--- src/rtl/opb_register_bank_pkg.sv ---
`default_nettype none
//==============================================================================
// Module      : opb_register_bank_pkg
// Description : Shared definitions for the OPB register bank: control FSM
//               state encoding, register byte count and the helpers that map
//               between OPB big-endian bit numbering ([0:31], bit 0 = MSB)
//               and the little-endian numbering ([31:0]) used on the user
//               side.
// Revision    : 1.0 - initial release
//==============================================================================
package opb_register_bank_pkg;

    localparam int REG_BYTES = 4;
    localparam int REG_BITS  = 8 * REG_BYTES;

    // Two-state control FSM: IDLE waits for a hit, ACK is the single
    // acknowledge cycle of a transfer.
    typedef enum logic [0:0] {
        ST_IDLE = 1'b0,
        ST_ACK  = 1'b1
    } state_t;

    // OPB bit k lands on user bit 31-k.  With the OPB word declared [0:31]
    // this keeps the numeric value of the word while renumbering the bits.
    function automatic logic [REG_BITS-1:0] opb_to_user(input logic [0:REG_BITS-1] opb_word);
        logic [REG_BITS-1:0] res;
        res = '0;
        for (int k = 0; k < REG_BITS; k++) begin
            res[REG_BITS-1-k] = opb_word[k];
        end
        return res;
    endfunction

    // Inverse of opb_to_user, used on the read-data path.
    function automatic logic [0:REG_BITS-1] user_to_opb(input logic [REG_BITS-1:0] user_word);
        logic [0:REG_BITS-1] res;
        res = '0;
        for (int k = 0; k < REG_BITS; k++) begin
            res[k] = user_word[REG_BITS-1-k];
        end
        return res;
    endfunction

    // OPB BE[j] covers DBus[8j:8j+7], i.e. user byte lane REG_BYTES-1-j.
    function automatic logic [REG_BYTES-1:0] opb_be_to_user(input logic [0:REG_BYTES-1] opb_be);
        logic [REG_BYTES-1:0] res;
        res = '0;
        for (int j = 0; j < REG_BYTES; j++) begin
            res[REG_BYTES-1-j] = opb_be[j];
        end
        return res;
    endfunction

endpackage
`default_nettype wire

--- src/rtl/opb_register_bank_if.sv ---
`default_nettype none
//==============================================================================
// Module      : opb_register_bank_if
// Description : OPB slave-side bus bundle.
//               master : drives OPB_ABus, OPB_BE, OPB_DBus, OPB_RNW,
//                        OPB_select, OPB_seqAddr; receives Sl_* responses.
//               slave  : the mirror image.
// Revision    : 1.0 - initial release
//==============================================================================
interface opb_register_bank_if #(
    parameter int C_OPB_AWIDTH = 32,
    parameter int C_OPB_DWIDTH = 32
) ();

    logic [0:C_OPB_AWIDTH-1]   OPB_ABus;
    logic [0:C_OPB_DWIDTH/8-1] OPB_BE;
    logic [0:C_OPB_DWIDTH-1]   OPB_DBus;
    logic                      OPB_RNW;
    logic                      OPB_select;
    logic                      OPB_seqAddr;

    logic [0:C_OPB_DWIDTH-1]   Sl_DBus;
    logic                      Sl_xferAck;
    logic                      Sl_errAck;
    logic                      Sl_retry;
    logic                      Sl_toutSup;

    modport master (
        output OPB_ABus, OPB_BE, OPB_DBus, OPB_RNW, OPB_select, OPB_seqAddr,
        input  Sl_DBus, Sl_xferAck, Sl_errAck, Sl_retry, Sl_toutSup
    );

    modport slave (
        input  OPB_ABus, OPB_BE, OPB_DBus, OPB_RNW, OPB_select, OPB_seqAddr,
        output Sl_DBus, Sl_xferAck, Sl_errAck, Sl_retry, Sl_toutSup
    );

endinterface
`default_nettype wire

--- src/rtl/opb_register_bank_reg.sv ---
`default_nettype none
//==============================================================================
// Module      : opb_register_bank_reg
// Description : One 32-bit byte-enabled register with a one-cycle write
//               strobe that follows the write edge.
// Ports       : clk       - clock
//               rst_n     - asynchronous active-low reset
//               wr_en     - write this cycle (single-cycle qualifier)
//               be        - user-order byte enables, be[b] -> q[8b+7:8b]
//               wdata     - user-order write data
//               q         - register contents
//               wr_pulse  - high for the cycle after an accepted write
// Revision    : 1.0 - initial release
//==============================================================================
module opb_register_bank_reg
    import opb_register_bank_pkg::*;
#(
    parameter logic [REG_BITS-1:0] RESET_VALUE = '0
) (
    input  logic                 clk,
    input  logic                 rst_n,
    input  logic                 wr_en,
    input  logic [REG_BYTES-1:0] be,
    input  logic [REG_BITS-1:0]  wdata,
    output logic [REG_BITS-1:0]  q,
    output logic                 wr_pulse
);

    logic [REG_BITS-1:0] r_q;
    logic                r_pulse;

    always_ff @(posedge clk or negedge rst_n) begin
        if (!rst_n) begin
            r_q     <= RESET_VALUE;
            r_pulse <= 1'b0;
        end else begin
            // The strobe fires even with all byte enables low.
            r_pulse <= wr_en;
            if (wr_en) begin
                for (int b = 0; b < REG_BYTES; b++) begin
                    if (be[b]) begin
                        r_q[8*b +: 8] <= wdata[8*b +: 8];
                    end
                end
            end
        end
    end

    assign q        = r_q;
    assign wr_pulse = r_pulse;

endmodule
`default_nettype wire

--- src/rtl/opb_register_bank.sv ---
`default_nettype none
//==============================================================================
// Module      : opb_register_bank
// Description : OPB slave exposing C_NUM_REGS 32-bit registers to user logic.
//               Each transfer is accepted on the edge where a hit is seen in
//               IDLE and acknowledged in the following (ACK) cycle.
// Ports       : OPB_Clk        - clock
//               OPB_Rst_n      - asynchronous active-low reset
//               opb            - OPB slave bus bundle
//               user_data_out  - register i on [32i+31:32i] (0 if read-only)
//               user_data_in   - source of read-only registers
//               user_wr_pulse  - one-cycle strobe per written register
// Revision    : 1.0 - initial release
//==============================================================================
module opb_register_bank
    import opb_register_bank_pkg::*;
#(
    parameter logic [31:0] C_BASEADDR    = 32'h01000C00,
    parameter logic [31:0] C_HIGHADDR    = 32'h01000CFF,
    parameter int          C_OPB_AWIDTH  = 32,
    parameter int          C_OPB_DWIDTH  = 32,
    parameter int          C_NUM_REGS    = 4,
    parameter logic [15:0] C_RO_MASK     = 16'h0000,
    parameter logic [31:0] C_RESET_VALUE = 32'h0
) (
    input  logic                      OPB_Clk,
    input  logic                      OPB_Rst_n,
    opb_register_bank_if.slave        opb,
    output logic [32*C_NUM_REGS-1:0]  user_data_out,
    input  logic [32*C_NUM_REGS-1:0]  user_data_in,
    output logic [C_NUM_REGS-1:0]     user_wr_pulse
);

    localparam int AW    = C_OPB_AWIDTH;
    localparam int IDX_W = AW - 2;
    localparam logic [AW-1:0] BASE_ADDR = AW'(C_BASEADDR);
    localparam logic [AW-1:0] HIGH_ADDR = AW'(C_HIGHADDR);

    //--------------------------------------------------------------------------
    // Elaboration-time parameter checks
    //--------------------------------------------------------------------------
    if (C_OPB_DWIDTH != 32) begin : g_chk_dwidth
        $error("opb_register_bank: C_OPB_DWIDTH must be 32");
    end
    if ((C_NUM_REGS < 1) || (C_NUM_REGS > 16)) begin : g_chk_num_regs
        $error("opb_register_bank: C_NUM_REGS must be in 1..16");
    end

    //--------------------------------------------------------------------------
    // Address decode
    //--------------------------------------------------------------------------
    logic [AW-1:0]         w_addr;
    logic [AW-1:0]         w_offset;
    logic [IDX_W-1:0]      w_index;
    logic                  w_hit;
    logic                  w_idx_valid;
    logic [C_NUM_REGS-1:0] w_sel;
    logic                  w_ro_hit;

    // Positional copy: OPB bit 0 is the MSB, so the numeric address is kept.
    assign w_addr      = opb.OPB_ABus;
    assign w_hit       = opb.OPB_select && (w_addr >= BASE_ADDR) && (w_addr <= HIGH_ADDR);
    assign w_offset    = w_addr - BASE_ADDR;
    assign w_index     = w_offset[AW-1:2];
    assign w_idx_valid = (w_index < IDX_W'(C_NUM_REGS));
    assign w_ro_hit    = |(w_sel & C_RO_MASK[C_NUM_REGS-1:0]);

    //--------------------------------------------------------------------------
    // Control FSM
    //--------------------------------------------------------------------------
    state_t r_state;
    state_t w_next_state;
    logic   w_start;
    logic   w_is_write;

    // A hit seen while in ACK is ignored here and picked up again in IDLE.
    assign w_start    = (r_state == ST_IDLE) && w_hit;
    assign w_is_write = !opb.OPB_RNW;

    always_ff @(posedge OPB_Clk or negedge OPB_Rst_n) begin
        if (!OPB_Rst_n) begin
            r_state <= ST_IDLE;
        end else begin
            r_state <= w_next_state;
        end
    end

    always_comb begin
        w_next_state = r_state;
        case (r_state)
            ST_IDLE: if (w_hit) w_next_state = ST_ACK;
            ST_ACK:  w_next_state = ST_IDLE;
            default: w_next_state = ST_IDLE;
        endcase
    end

    //--------------------------------------------------------------------------
    // Register array
    //--------------------------------------------------------------------------
    logic [REG_BITS-1:0]  w_wdata;
    logic [REG_BYTES-1:0] w_be;
    logic [REG_BITS-1:0]  w_reg_val [C_NUM_REGS];

    assign w_wdata = opb_to_user(opb.OPB_DBus);
    assign w_be    = opb_be_to_user(opb.OPB_BE);

    for (genvar i = 0; i < C_NUM_REGS; i++) begin : g_regs
        assign w_sel[i] = w_idx_valid && (w_index == IDX_W'(i));

        if (C_RO_MASK[i]) begin : g_ro
            // Read-only: contents come from user logic, nothing is stored.
            assign w_reg_val[i]                = user_data_in[32*i +: 32];
            assign user_data_out[32*i +: 32]   = '0;
            assign user_wr_pulse[i]            = 1'b0;
        end else begin : g_rw
            logic                w_wr_en;
            logic [REG_BITS-1:0] w_q;

            assign w_wr_en = w_start && w_is_write && w_sel[i];

            opb_register_bank_reg #(
                .RESET_VALUE (C_RESET_VALUE)
            ) u_reg (
                .clk      (OPB_Clk),
                .rst_n    (OPB_Rst_n),
                .wr_en    (w_wr_en),
                .be       (w_be),
                .wdata    (w_wdata),
                .q        (w_q),
                .wr_pulse (user_wr_pulse[i])
            );

            assign w_reg_val[i]              = w_q;
            assign user_data_out[32*i +: 32] = w_q;
        end
    end

    // One-hot select, so OR-ing the gated values forms the read mux; an
    // index past C_NUM_REGS selects nothing and reads back zero.
    logic [REG_BITS-1:0] w_rd_word;

    always_comb begin
        w_rd_word = '0;
        for (int i = 0; i < C_NUM_REGS; i++) begin
            if (w_sel[i]) begin
                w_rd_word = w_rd_word | w_reg_val[i];
            end
        end
    end

    //--------------------------------------------------------------------------
    // Response capture on the accepting edge
    //--------------------------------------------------------------------------
    logic [REG_BITS-1:0] r_rdata;
    logic                r_err;

    always_ff @(posedge OPB_Clk or negedge OPB_Rst_n) begin
        if (!OPB_Rst_n) begin
            r_rdata <= '0;
            r_err   <= 1'b0;
        end else if (w_start) begin
            r_rdata <= opb.OPB_RNW ? w_rd_word : '0;
            r_err   <= w_is_write && w_ro_hit;
        end
    end

    //--------------------------------------------------------------------------
    // Outputs: gated by the ACK state so that an asynchronous reset drops
    // every acknowledge and the data bus in the same instant.
    //--------------------------------------------------------------------------
    always_comb begin
        opb.Sl_xferAck = 1'b0;
        opb.Sl_errAck  = 1'b0;
        opb.Sl_DBus    = '0;
        if (r_state == ST_ACK) begin
            opb.Sl_xferAck = !r_err;
            opb.Sl_errAck  = r_err;
            opb.Sl_DBus    = user_to_opb(r_rdata);
        end
    end

    assign opb.Sl_retry   = 1'b0;
    assign opb.Sl_toutSup = 1'b0;

    // Address LSBs, the sequential hint and the user_data_in slices of
    // writable registers carry no function.
    logic w_unused_ok;
    assign w_unused_ok = &{1'b0, w_offset[1:0], opb.OPB_seqAddr, user_data_in};

endmodule
`default_nettype wire

--- src/flat_wrapper.sv ---
// flat-port wrapper written by rule: the top's interface ports become plain ports
module opb_register_bank_flat import opb_register_bank_pkg::*;
#(
    parameter logic [31:0] C_BASEADDR    = 32'h01000C00,
    parameter logic [31:0] C_HIGHADDR    = 32'h01000CFF,
    parameter int          C_OPB_AWIDTH  = 32,
    parameter int          C_OPB_DWIDTH  = 32,
    parameter int          C_NUM_REGS    = 4,
    parameter logic [15:0] C_RO_MASK     = 16'h0000,
    parameter logic [31:0] C_RESET_VALUE = 32'h0
)
  (OPB_Clk, OPB_Rst_n, user_data_out, user_data_in, user_wr_pulse, opb_OPB_ABus, opb_OPB_BE, opb_OPB_DBus, opb_OPB_RNW, opb_OPB_select, opb_OPB_seqAddr, opb_Sl_DBus, opb_Sl_xferAck, opb_Sl_errAck, opb_Sl_retry, opb_Sl_toutSup);
  opb_register_bank_if #(.C_OPB_AWIDTH(C_OPB_AWIDTH), .C_OPB_DWIDTH(C_OPB_DWIDTH)) opb_i ();
  input  logic OPB_Clk;
  input  logic OPB_Rst_n;
  output logic [32*C_NUM_REGS-1:0] user_data_out;
  input  logic [32*C_NUM_REGS-1:0] user_data_in;
  output logic [C_NUM_REGS-1:0] user_wr_pulse;
  input wire logic [$bits(opb_i.OPB_ABus)-1:0] opb_OPB_ABus;
  input wire logic [$bits(opb_i.OPB_BE)-1:0] opb_OPB_BE;
  input wire logic [$bits(opb_i.OPB_DBus)-1:0] opb_OPB_DBus;
  input wire logic [$bits(opb_i.OPB_RNW)-1:0] opb_OPB_RNW;
  input wire logic [$bits(opb_i.OPB_select)-1:0] opb_OPB_select;
  input wire logic [$bits(opb_i.OPB_seqAddr)-1:0] opb_OPB_seqAddr;
  output wire logic [$bits(opb_i.Sl_DBus)-1:0] opb_Sl_DBus;
  output wire logic [$bits(opb_i.Sl_xferAck)-1:0] opb_Sl_xferAck;
  output wire logic [$bits(opb_i.Sl_errAck)-1:0] opb_Sl_errAck;
  output wire logic [$bits(opb_i.Sl_retry)-1:0] opb_Sl_retry;
  output wire logic [$bits(opb_i.Sl_toutSup)-1:0] opb_Sl_toutSup;
  assign opb_i.OPB_ABus = opb_OPB_ABus;
  assign opb_i.OPB_BE = opb_OPB_BE;
  assign opb_i.OPB_DBus = opb_OPB_DBus;
  assign opb_i.OPB_RNW = opb_OPB_RNW;
  assign opb_i.OPB_select = opb_OPB_select;
  assign opb_i.OPB_seqAddr = opb_OPB_seqAddr;
  assign opb_Sl_DBus = opb_i.Sl_DBus;
  assign opb_Sl_xferAck = opb_i.Sl_xferAck;
  assign opb_Sl_errAck = opb_i.Sl_errAck;
  assign opb_Sl_retry = opb_i.Sl_retry;
  assign opb_Sl_toutSup = opb_i.Sl_toutSup;
  opb_register_bank #(.C_BASEADDR(C_BASEADDR), .C_HIGHADDR(C_HIGHADDR), .C_OPB_AWIDTH(C_OPB_AWIDTH), .C_OPB_DWIDTH(C_OPB_DWIDTH), .C_NUM_REGS(C_NUM_REGS), .C_RO_MASK(C_RO_MASK), .C_RESET_VALUE(C_RESET_VALUE)) u_core (.OPB_Clk(OPB_Clk), .OPB_Rst_n(OPB_Rst_n), .opb(opb_i), .user_data_out(user_data_out), .user_data_in(user_data_in), .user_wr_pulse(user_wr_pulse));
endmodule
--- config.mk ---
export PLATFORM = sky130hd
export DESIGN_NAME = opb_register_bank_flat
export DESIGN_NICKNAME = d
export VERILOG_FILES = /design/src/rtl/opb_register_bank_pkg.sv /design/src/rtl/opb_register_bank_if.sv /design/src/rtl/opb_register_bank_reg.sv /design/src/rtl/opb_register_bank.sv /design/src/flat_wrapper.sv
export SDC_FILE = /design/constraint.sdc
export NUM_CORES = 1
export LEC_CHECK = 0
export CORE_ASPECT_RATIO = 1.75
export CORE_MARGIN = 8
export CORE_UTILIZATION = 42
export DETAILED_ROUTE_END_ITERATION = 16
export GPL_TIMING_DRIVEN = 0
export PLACE_DENSITY = 0.82
export SLEW_MARGIN = 20
export SYNTH_ARGS = -nofsm -noshare
export SYNTH_HDL_FRONTEND = slang
export SYNTH_SLANG_ARGS = --single-unit
--- constraint.sdc ---
create_clock -name OPB_Clk -period 2.4 [get_ports OPB_Clk]
set_clock_uncertainty 0.05 [all_clocks]
set_input_delay 0.6 -clock OPB_Clk [delete_from_list [all_inputs] [get_ports OPB_Clk]]
set_output_delay 0.6 -clock OPB_Clk [all_outputs]
set_load 0.1 [all_outputs]
==> flow_summary.yaml, run 1 <==
detailed_routing:
  firstDrtPassIters: 4
  drcViolationCount: 0
  wirelength_mm: 23.7
  vias: 5486
  vias_per_cell: 5.16
  first_iter_violations: 230
  antenna_left: 0
  wire_per_inst_um: 22.2
floorplan:
  io_pins: 369
  core_sq_um: 18500
  die-height_um: 198
  die-area_sq_um: 23700
  start_util_pct: 42.8
  fp-row-count: 66
  dieWidth_um: 120
setup_path:
  crit_arrival_ps: 2690
  crit_type: "input port to register"
  critPathSlowestCell: "or4_4"
  critPathLaunch: "opb_OPB_ABus[27]"
  path_common_cell: "buf_6"
  required_ps: 2660
  crit_chain: "buf_6 > or4_4 > nand4b_4 > nor4b_4 > buf_6 > and3_4 > buf_12 > mux2_4"
  path_max_fanout: 8
  max_stage_delay_ps: 540
  worstSetupStartpointType: "input port"
  end_kind: "register"
  worstReg2RegStart: "u_core.r_state$_DFF_PN0_"
clock_network:
  clk_latency_ps: 420
  cts_max_level: 4
  cts_inserted_buffers: 17
  cts.sink_count: 165
  hold_buffers: 0
  cts_tree: "yes"
  cts_root_buf: "clkbuf_16"
  cts.path.max_buffers: 2
  cts.clk_slew.worst_paths_ps: 70
timing:
  maxSlewViolCount: 0
  fin_crit_ps: 2430
  slew_headroom_pct: 29.5
  layout_setup_ws_ps: -31.5
  grt_setup_unrepaired: "yes"
  hold_violations: 0
  fmax_ghz: 0.411
  fin_crit_sh_pct: 101
  tightest_slew_ps: 1060
  finalSetupViolCount: 24
logic_synthesis:
  synth-edff-count: 0
  syn_area_per_cell_sq_um: 14.6
  ys_seq_elements: 165
  syn_inst: 541
  synth_cell_types: 38
  yosys_warnings: 0
  synthArstFlopShare_pct: 100
  synth_top_flop_cell: "dfrtp_1"
  syn_area_sq_um: 7910
  synth_seq_area_share_pct: 52.2
pwr:
  power.density_nw_per_um2: 514
  seqPwrFrac_pct: 47.5
  peakVddDrop_uv: 486
  leakagePower_nw: 5.82
  switching_share_pct: 23.2
  p_sw_mw: 1.36
  power.internal_mw: 4.49
  comb_power_share_pct: 5.6
  power_frac_clock_pct: 46.9
finish:
  fin_cells: 1064
  fillCellCount: 1484
  finish.instance_area_sq_um: 11400
  drive_gt1_share_pct: 38.3
  diodes: 0
  area_growth_pct: 43.9
  final_nets: 1014
placement:
  place_inst: 1016
  dpl.hpwl_mm: 17.2
  placed_cell_area_sq_um: 10600
  place_congestion: 0.812
  portBuffers: 234
global_route:
  grt_use_total_pct: 20.2
  overflow: 0
  grt_pass1_vias: 6165
  antenna_found_initial: 0
  grt_pass1_wl_mm: 36.4
  grt_start_max_net_pins: 93
job:
  cap_viol_max_count: 0
status:
  status: "finished with violations"
  violations: "setup timing"
min_path:
  hp-class: "input port to async pin"
==> final timing paths <==
path                       depth (start not counted)  slack [ps]                                            end
max in group asynchronous                          2        1390  u_core.g_regs[2].g_rw.u_reg.q[16]$_DFFE_PN0P_
hold / removal                                     1          70   u_core.g_regs[0].g_rw.u_reg.q[1]$_DFFE_PN0P_
setup / recovery                                   8         -30  u_core.g_regs[2].g_rw.u_reg.q[27]$_DFFE_PN0P_
setup reg to reg                                   7         110  u_core.g_regs[2].g_rw.u_reg.q[27]$_DFFE_PN0P_
min in group OPB_Clk                               2         420                  u_core.r_rdata[5]$_DFFE_PN0P_
hold reg to reg                                    2         420                  u_core.r_rdata[5]$_DFFE_PN0P_
==> state kept, by name, summed over array words and instances, names as in the netlist <==
name and cells:
u_core.g_regs.g_rw.u_reg.wr_pulse 4, u_core.g_regs.g_rw.u_reg.q 128, u_core.r_state 1, u_core.r_rdata 32
==> area by class of cell <==
cell class / count / area, sq um / area share (%)
clock buffers: 19 / 443 / 3.89
plain buffers: 34 / 339 / 2.98
clock inverters: 13 / 148 / 1.30
flip-flops and latches: 165 / 4130 / 36.3
well taps: 238 / 298 / 2.62
multi-input cells: 311 / 3580 / 31.5
repair buffers: 251 / 2310 / 20.3
inverters: 33 / 126 / 1.11
==> layout by cell type (no fill, tap or decap), drive strengths merged <==
| cell type | n |
|---|---|
| dfrtp | 165 |
| mux2 | 128 |
| dlygate4sd2 | 127 |
| buf | 74 |
| clkdlybuf4s50 | 42 |
| nand2 | 39 |
| inv | 36 |
| and2 | 33 |
| o21ai | 33 |
| mux4 | 32 |
| clkbuf | 31 |
| clkdlybuf4s15 | 27 |
| and3 | 8 |
| nand3 | 6 |
| nor2 | 5 |
| nor4 | 5 |
| clkinv | 5 |
| nor4b | 4 |
| conb | 3 |
| clkinvlp | 3 |
| dlymetal6s2s | 3 |
| nor3b | 3 |
| nand4 | 3 |
| nand3b | 2 |
| bufinv | 2 |
| nor3 | 2 |
| or4 | 1 |
| or4b | 1 |
| and2b | 1 |
| nor2b | 1 |
| nand4b | 1 |
==> synth_stat cells (all sizes together), types with 2 or more instances <==
cell type    n  area [sq um]
and2        33           206
mux4        32           721
nor4b        4          65.1
buf         22           223
nand2       39           156
nor3         2          10.0
nor2         5          18.8
nand3        6          80.1
dfrtp      165          4130
inv         33           124
nor4         5          61.3
clkbuf      12          45.0
nand4        3          40.0
nor3b        3          22.5
and3         8          82.6
mux2       128          1680
o21ai       33           165
nand3b       2          15.0
==> cells by family after synthesis <==
kind of cell,after synthesis,share of synthesized area [%]
buffers and inverters,67,4.95
and+or+nand+nor,115,10.3
muxes,160,30.4
other,1,0.0474
DFF,165,52.2
AOI/OAI and AO/OA,33,2.09
==> power groups by stage <==
stage	Clock, mW	Combinational [mW]	Sequential [mW]
after floorplan	0	0.0933	2.83
after global placement	0	0.316	2.83
after detailed placement	0	0.326	2.83
after CTS	2.79	0.329	2.78
after global routing	2.91	0.354	2.78
final	2.75	0.327	2.78
==> critical path, delay by kind of cell <==
| family | cells | cell delay (ps) |
|---|---|---|
| and+or+nand+nor | 4 | 1350 |
| buffers and inverters | 3 | 440 |
| muxes | 1 | 300 |
==> repair_timing <==
| action | 4_1_cts | 5_1_grt |
|---|---|---|
| pin swaps | 12 | 8 |
| buffers inserted | 7 | 5 |
| endpoints found under the setup margin | 329 | 141 |
| resized for setup | 396 | 51 |
| cloned | 1 | 3 |
==> metrics by stage <==
step | utilization (%) | total power [mW] | TNS (ps) | setup slack, ps | hold slack, ps
finish | 61.5 | 5.85 | -328 | -31.5 | 74.2
global route | 61.5 | 6.04 | -1620 | -65.1 | 114
CTS | 60.5 | 5.90 | -264 | -33.4 | 92.3
detailed placement | 57.5 | 3.16 | -157010 | -963 | 417
global placement | 57.3 | 3.15 | -1150000 | -6620 | 405
floorplan | - | 2.93 | -14430 | -217 | 254
==> per-layer routing <==
metal  vias to the layer above  part of all wire (%)  GRT usage [%]
met5                         -                     0              0
met4                         0                   2.6           8.56
met3                        34                   6.7           6.07
met2                       204                    52           34.3
met1                      2798                    39           23.0
li1                       2450                     -              -
Note: power is estimated with default switching activity, not from simulation.
==> run 2, diff against run 1 <==
Settings changed: CORE_AREA from default to 2 2 145 147, CORE_ASPECT_RATIO 1.75 to default, CORE_MARGIN 8 to default, CORE_UTILIZATION 42 to default, DIE_AREA from default to 0 0 147 149, PLACE_DENSITY 0.82 to 0.73.
==> flow_summary.yaml, run 2 (synthesized netlist as in run 1, its figures left out) <==
setup_path:
  worstSetupStartpointType: "input port"
  end_kind: "register"
  required_ps: 2660
  crit_type: "input port to register"
  crit_buf_inv: 4
  critPathLaunch: "opb_OPB_ABus[25]"
  path_max_fanout: 8
  path_delay_family: "simple AND/OR/NAND/NOR gates"
  critPathSlowestCell: "or4_4"
  worstReg2RegStart: "u_core.r_state$_DFF_PN0_"
  max_stage_delay_ps: 540
  crit_arrival_ps: 2660
  crit_chain: "buf_6 > or4_4 > nand4b_4 > nor4b_4 > buf_4 > buf_8 > and3_4 > buf_12 > mux2_4"
timing:
  whs_ps: 48.4
  layout_setup_ws_ps: -4.58
  fin_crit_sh_pct: 100
  finalSetupViolCount: 6
  setup-tns-final_ps: -13.9
  fin_crit_ps: 2400
  grt_setup_unrepaired: "yes"
  slew_headroom_pct: 31.7
  fmax_ghz: 0.416
  tightest_slew_ps: 1030
  maxSlewViolCount: 0
  hold_violations: 0
placement:
  place_congestion: 0.791
  dpl.hpwl_mm: 15.5
  portBuffers: 234
  place_inst: 1053
finish:
  layout_common_cells: "dfrtp_1, dlygate4sd2_1, mux2_4"
  area_growth_pct: 45.0
  largest_reg_flops: 128
  drive_gt1_share_pct: 40.5
  fillCellCount: 1786
  diodes: 0
  final_nets: 1018
  final_common_cell: "dfrtp_1"
  fin_cells: 1104
pwr:
  leakagePower_nw: 5.91
  power.density_nw_per_um2: 514
  peakVddDrop_uv: 459
floorplan:
  die-height_um: 149
  start_util_pct: 38.5
  dieWidth_um: 147
  io_pins: 369
  core_sq_um: 20600
  die-area_sq_um: 21900
  fp-row-count: 53
clock_network:
  cts.clk_slew.worst_paths_ps: 70
  cts_tree: "yes"
  cts.sink_count: 165
  cts_root_buf: "clkbuf_16"
  cts_inserted_buffers: 17
  clk_latency_ps: 430
  cts_max_level: 4
  cts.path.max_buffers: 2
global_route:
  grt_start_max_net_pins: 90
  overflow: 0
  grt_pass1_vias: 5763
  grt_pass1_wl_mm: 34.0
  grt_use_total_pct: 20.7
  antenna_found_initial: 1
detailed_routing:
  drcViolationCount: 0
  vias: 5545
  vias_per_cell: 5.02
  first_iter_violations: 198
  wire_per_inst_um: 20.2
  antenna_left: 0
  wirelength_mm: 22.3
  firstDrtPassIters: 4
status:
  violations: "setup timing"
  status: "finished with violations"
min_path:
  hp-class: "input port to async pin"
job:
  cap_viol_max_count: 0
-- run 2: changes by cell type in the layout (fill, tap and decap cells not counted), sizes merged, moves of 2 or more --
cell	delta
buf	+7
dlygate4sd2	+9
inv	+4
clkinvlp	-2
clkdlybuf4s15	-13
-- run 2: power by group --
group / internal, mW / total (mW) / switching (mW)
Sequential: 2.78 / 2.78 / 0.00000000225
Combinational: 0.139 / 0.328 / 0.189
Clock: 1.56 / 2.78 / 1.22
-- run 2: per-stage QoR --
step / power [mW] / worst slack (ps) / area, sq um / utilization, %
6_report: 5.89 / -4.58 / 11500 / 55.8
5_1_grt: 6.08 / -73.7 / 11500 / 55.8
4_1_cts: 5.94 / 0.510 / 11500 / 55.7
3_5_place_dp: 3.16 / -1020 / 10700 / 51.9
3_3_place_gp: 3.16 / -6820 / 10600 / 51.8
2_1_floorplan: 2.93 / -217 / 7960 / -
-- run 2: final timing paths --
| path | endpoint | cells past startpoint | slack, ps |
|---|---|---|---|
| min in group OPB_Clk | u_core.r_rdata[0]$_DFFE_PN0P_ | 2 | 420 |
| max reg2reg | u_core.r_rdata[23]$_DFFE_PN0P_ | 10 | 70 |
| min | u_core.g_regs[3].g_rw.u_reg.q[24]$_DFFE_PN0P_ | 1 | 50 |
| max | u_core.g_regs[2].g_rw.u_reg.q[5]$_DFFE_PN0P_ | 9 | -5 |
| max in group asynchronous | u_core.g_regs[3].g_rw.u_reg.q[13]$_DFFE_PN0P_ | 2 | 1380 |
| min reg2reg | u_core.r_rdata[0]$_DFFE_PN0P_ | 2 | 420 |
-- run 2: final cells by class --
type                    instances  area (sq um)  area share [%]
multi-input cells             311          3550            31.0
inverters                      33           126            1.10
repair buffers                258          2410            21.0
flip-flops and latches        165          4130            36.0
clock inverters                14           166            1.45
plain buffers                  31           313            2.73
well taps                     275           344            3.00
clock buffers                  17           425            3.71
-- run 2: layer usage --
layer,track usage [%],part of all wire [%]
met1,27.1,43
met2,33.1,48
met3,6.76,7.6
met4,6.35,1.5
met5,0,0.058
-- run 2: timing repair --
action	CTS	global route
buffers inserted	17	2
setup endpoints to repair	329	148
resized for setup	417	26
pin swaps	25	4
hold buffers	0	0
cloned	4	0
==> run 3, diff against run 2 <==
Settings changed: GPL_TIMING_DRIVEN 0 to default.
==> flow_summary.yaml, run 3 (synthesized netlist as in run 1, its figures left out) <==
status:
  status: "finished, final reports clean"
detailed_routing:
  antenna_left: 0
  wire_per_inst_um: 19.4
  vias: 5315
  drcViolationCount: 0
  vias_per_cell: 4.91
  firstDrtPassIters: 4
  first_iter_violations: 233
  wirelength_mm: 21.0
setup_path:
  path_delay_family: "simple AND/OR/NAND/NOR gates"
  end_kind: "register"
  crit_type: "input port to register"
  crit_buf_inv: 2
  crit_chain: "buf_6 > or4_4 > nand4b_4 > nor4b_4 > buf_4 > and3_4 > mux2_4"
  path_max_fanout: 8
  crit_arrival_ps: 2610
  worstSetupStartpointType: "input port"
  max_stage_delay_ps: 540
  critPathSlowestCell: "or4_4"
  required_ps: 2650
floorplan:
  die-height_um: 149
  fp-row-count: 53
  io_pins: 369
  die-area_sq_um: 21900
  dieWidth_um: 147
  start_util_pct: 38.5
  core_sq_um: 20600
finish:
  area_growth_pct: 41.7
  layout_common_cells: "dfrtp_1, buf_4, mux2_4"
  seqCellArea_sq_um: 4130
  fin_cells: 1083
  fillCellCount: 1745
  largest_reg_flops: 128
  fin_util_pct: 54.5
  final_common_cell: "dfrtp_1"
  multi_input_area_sq_um: 3440
  final_nets: 995
  drive_gt1_share_pct: 52.8
clock_network:
  cts_max_level: 4
  cts_inserted_buffers: 17
  cts_root_buf: "clkbuf_16"
  cts_tree: "yes"
  cts.path.max_buffers: 2
  cts.sink_count: 165
  hold_buffers: 0
  clk_latency_ps: 420
  cts.clk_slew.worst_paths_ps: 70
placement:
  place_inst: 1048
  dpl.hpwl_mm: 15.1
  portBuffers: 234
  place_congestion: 0.782
global_route:
  grt_use_total_pct: 19.6
  grt_pass1_wl_mm: 32.5
  antenna_found_initial: 3
  grt_start_max_net_pins: 60
  grt_pass1_vias: 5517
  overflow: 0
pwr:
  leakagePower_nw: 5.45
  power.density_nw_per_um2: 511
  peakVddDrop_uv: 451
timing:
  fin_crit_sh_pct: 98.2
  hold_violations: 0
  whs_ps: 35.4
  fin_crit_ps: 2360
  finalSetupViolCount: 0
  grt_setup_unrepaired: "no"
  fmax_ghz: 0.424
  setup-tns-final_ps: 0
  maxSlewViolCount: 0
job:
  cap_viol_max_count: 0
min_path:
  hp-class: "input port to async pin"
[run 3: worst paths after layout]
| path | slack (ps) | start | to | cells past startpoint |
|---|---|---|---|---|
| hold reg to reg | 430 | u_core.r_rdata[5]$_DFFE_PN0P_ | u_core.r_rdata[5]$_DFFE_PN0P_ | 2 |
| hold / removal | 40 | OPB_Rst_n | u_core.g_regs[3].g_rw.u_reg.q[26]$_DFFE_PN0P_ | 1 |
| setup reg to reg | 210 | u_core.r_state$_DFF_PN0_ | u_core.g_regs[2].g_rw.u_reg.q[20]$_DFFE_PN0P_ | 7 |
| setup / recovery | 40 | opb_OPB_ABus[25] | u_core.g_regs[2].g_rw.u_reg.q[20]$_DFFE_PN0P_ | 7 |
| max in group asynchronous | 1600 | OPB_Rst_n | u_core.r_rdata[17]$_DFFE_PN0P_ | 2 |
| min in group OPB_Clk | 430 | u_core.r_rdata[5]$_DFFE_PN0P_ | u_core.r_rdata[5]$_DFFE_PN0P_ | 2 |
[run 3: through the flow]
stage / total power, mW / cell area (sq um) / setup WS (ps)
4_1_cts: 5.80 / 11200 / 3.57
6_report: 5.73 / 11200 / 42.9
3_5_place_dp: 3.17 / 10600 / -723
5_1_grt: 5.93 / 11200 / 1.21
2_1_floorplan: 2.93 / 7960 / -217
3_3_place_gp: 3.17 / 10600 / -706
[run 3: cell type report]
class	instances	area share, %
antenna	1	0.0223
clock buffer	18	3.83
clock inverter	14	1.22
inverter	33	1.11
multi-input combinational	311	30.7
sequential	165	36.8
tap	275	3.07
timing repair buffer	266	23.2
[run 3: metal layers]
metal | GRT usage, % | wire length, um | up-vias
met5 | 0 | 12 | -
met4 | 5.43 | 254 | 2
met3 | 6.33 | 1550 | 17
met2 | 30.6 | 9850 | 199
met1 | 26.7 | 9360 | 2692
li1 | - | - | 2405
[run 3: power breakdown]
part	internal, mW	total, mW	switching [mW]
Combinational	0.143	0.325	0.182
Sequential	2.78	2.78	0.00000000188
Clock	1.38	2.62	1.24
[run 3: worst reg2reg max path, cell delays in order, from the launching register on]
cell and delay [ps]:
dfrtp_2 430, nor3b_2 170, buf_4 130, nand4b_4 110, nor4b_4 330, buf_4 200
and3_4 320, mux2_4 330
[run 3: timing repair]
action	in CTS	in global routing
pin swaps	8	8
cloned	1	0
buffers inserted	1	0
gates resized for setup	36	11
endpoints found under the setup margin	143	119
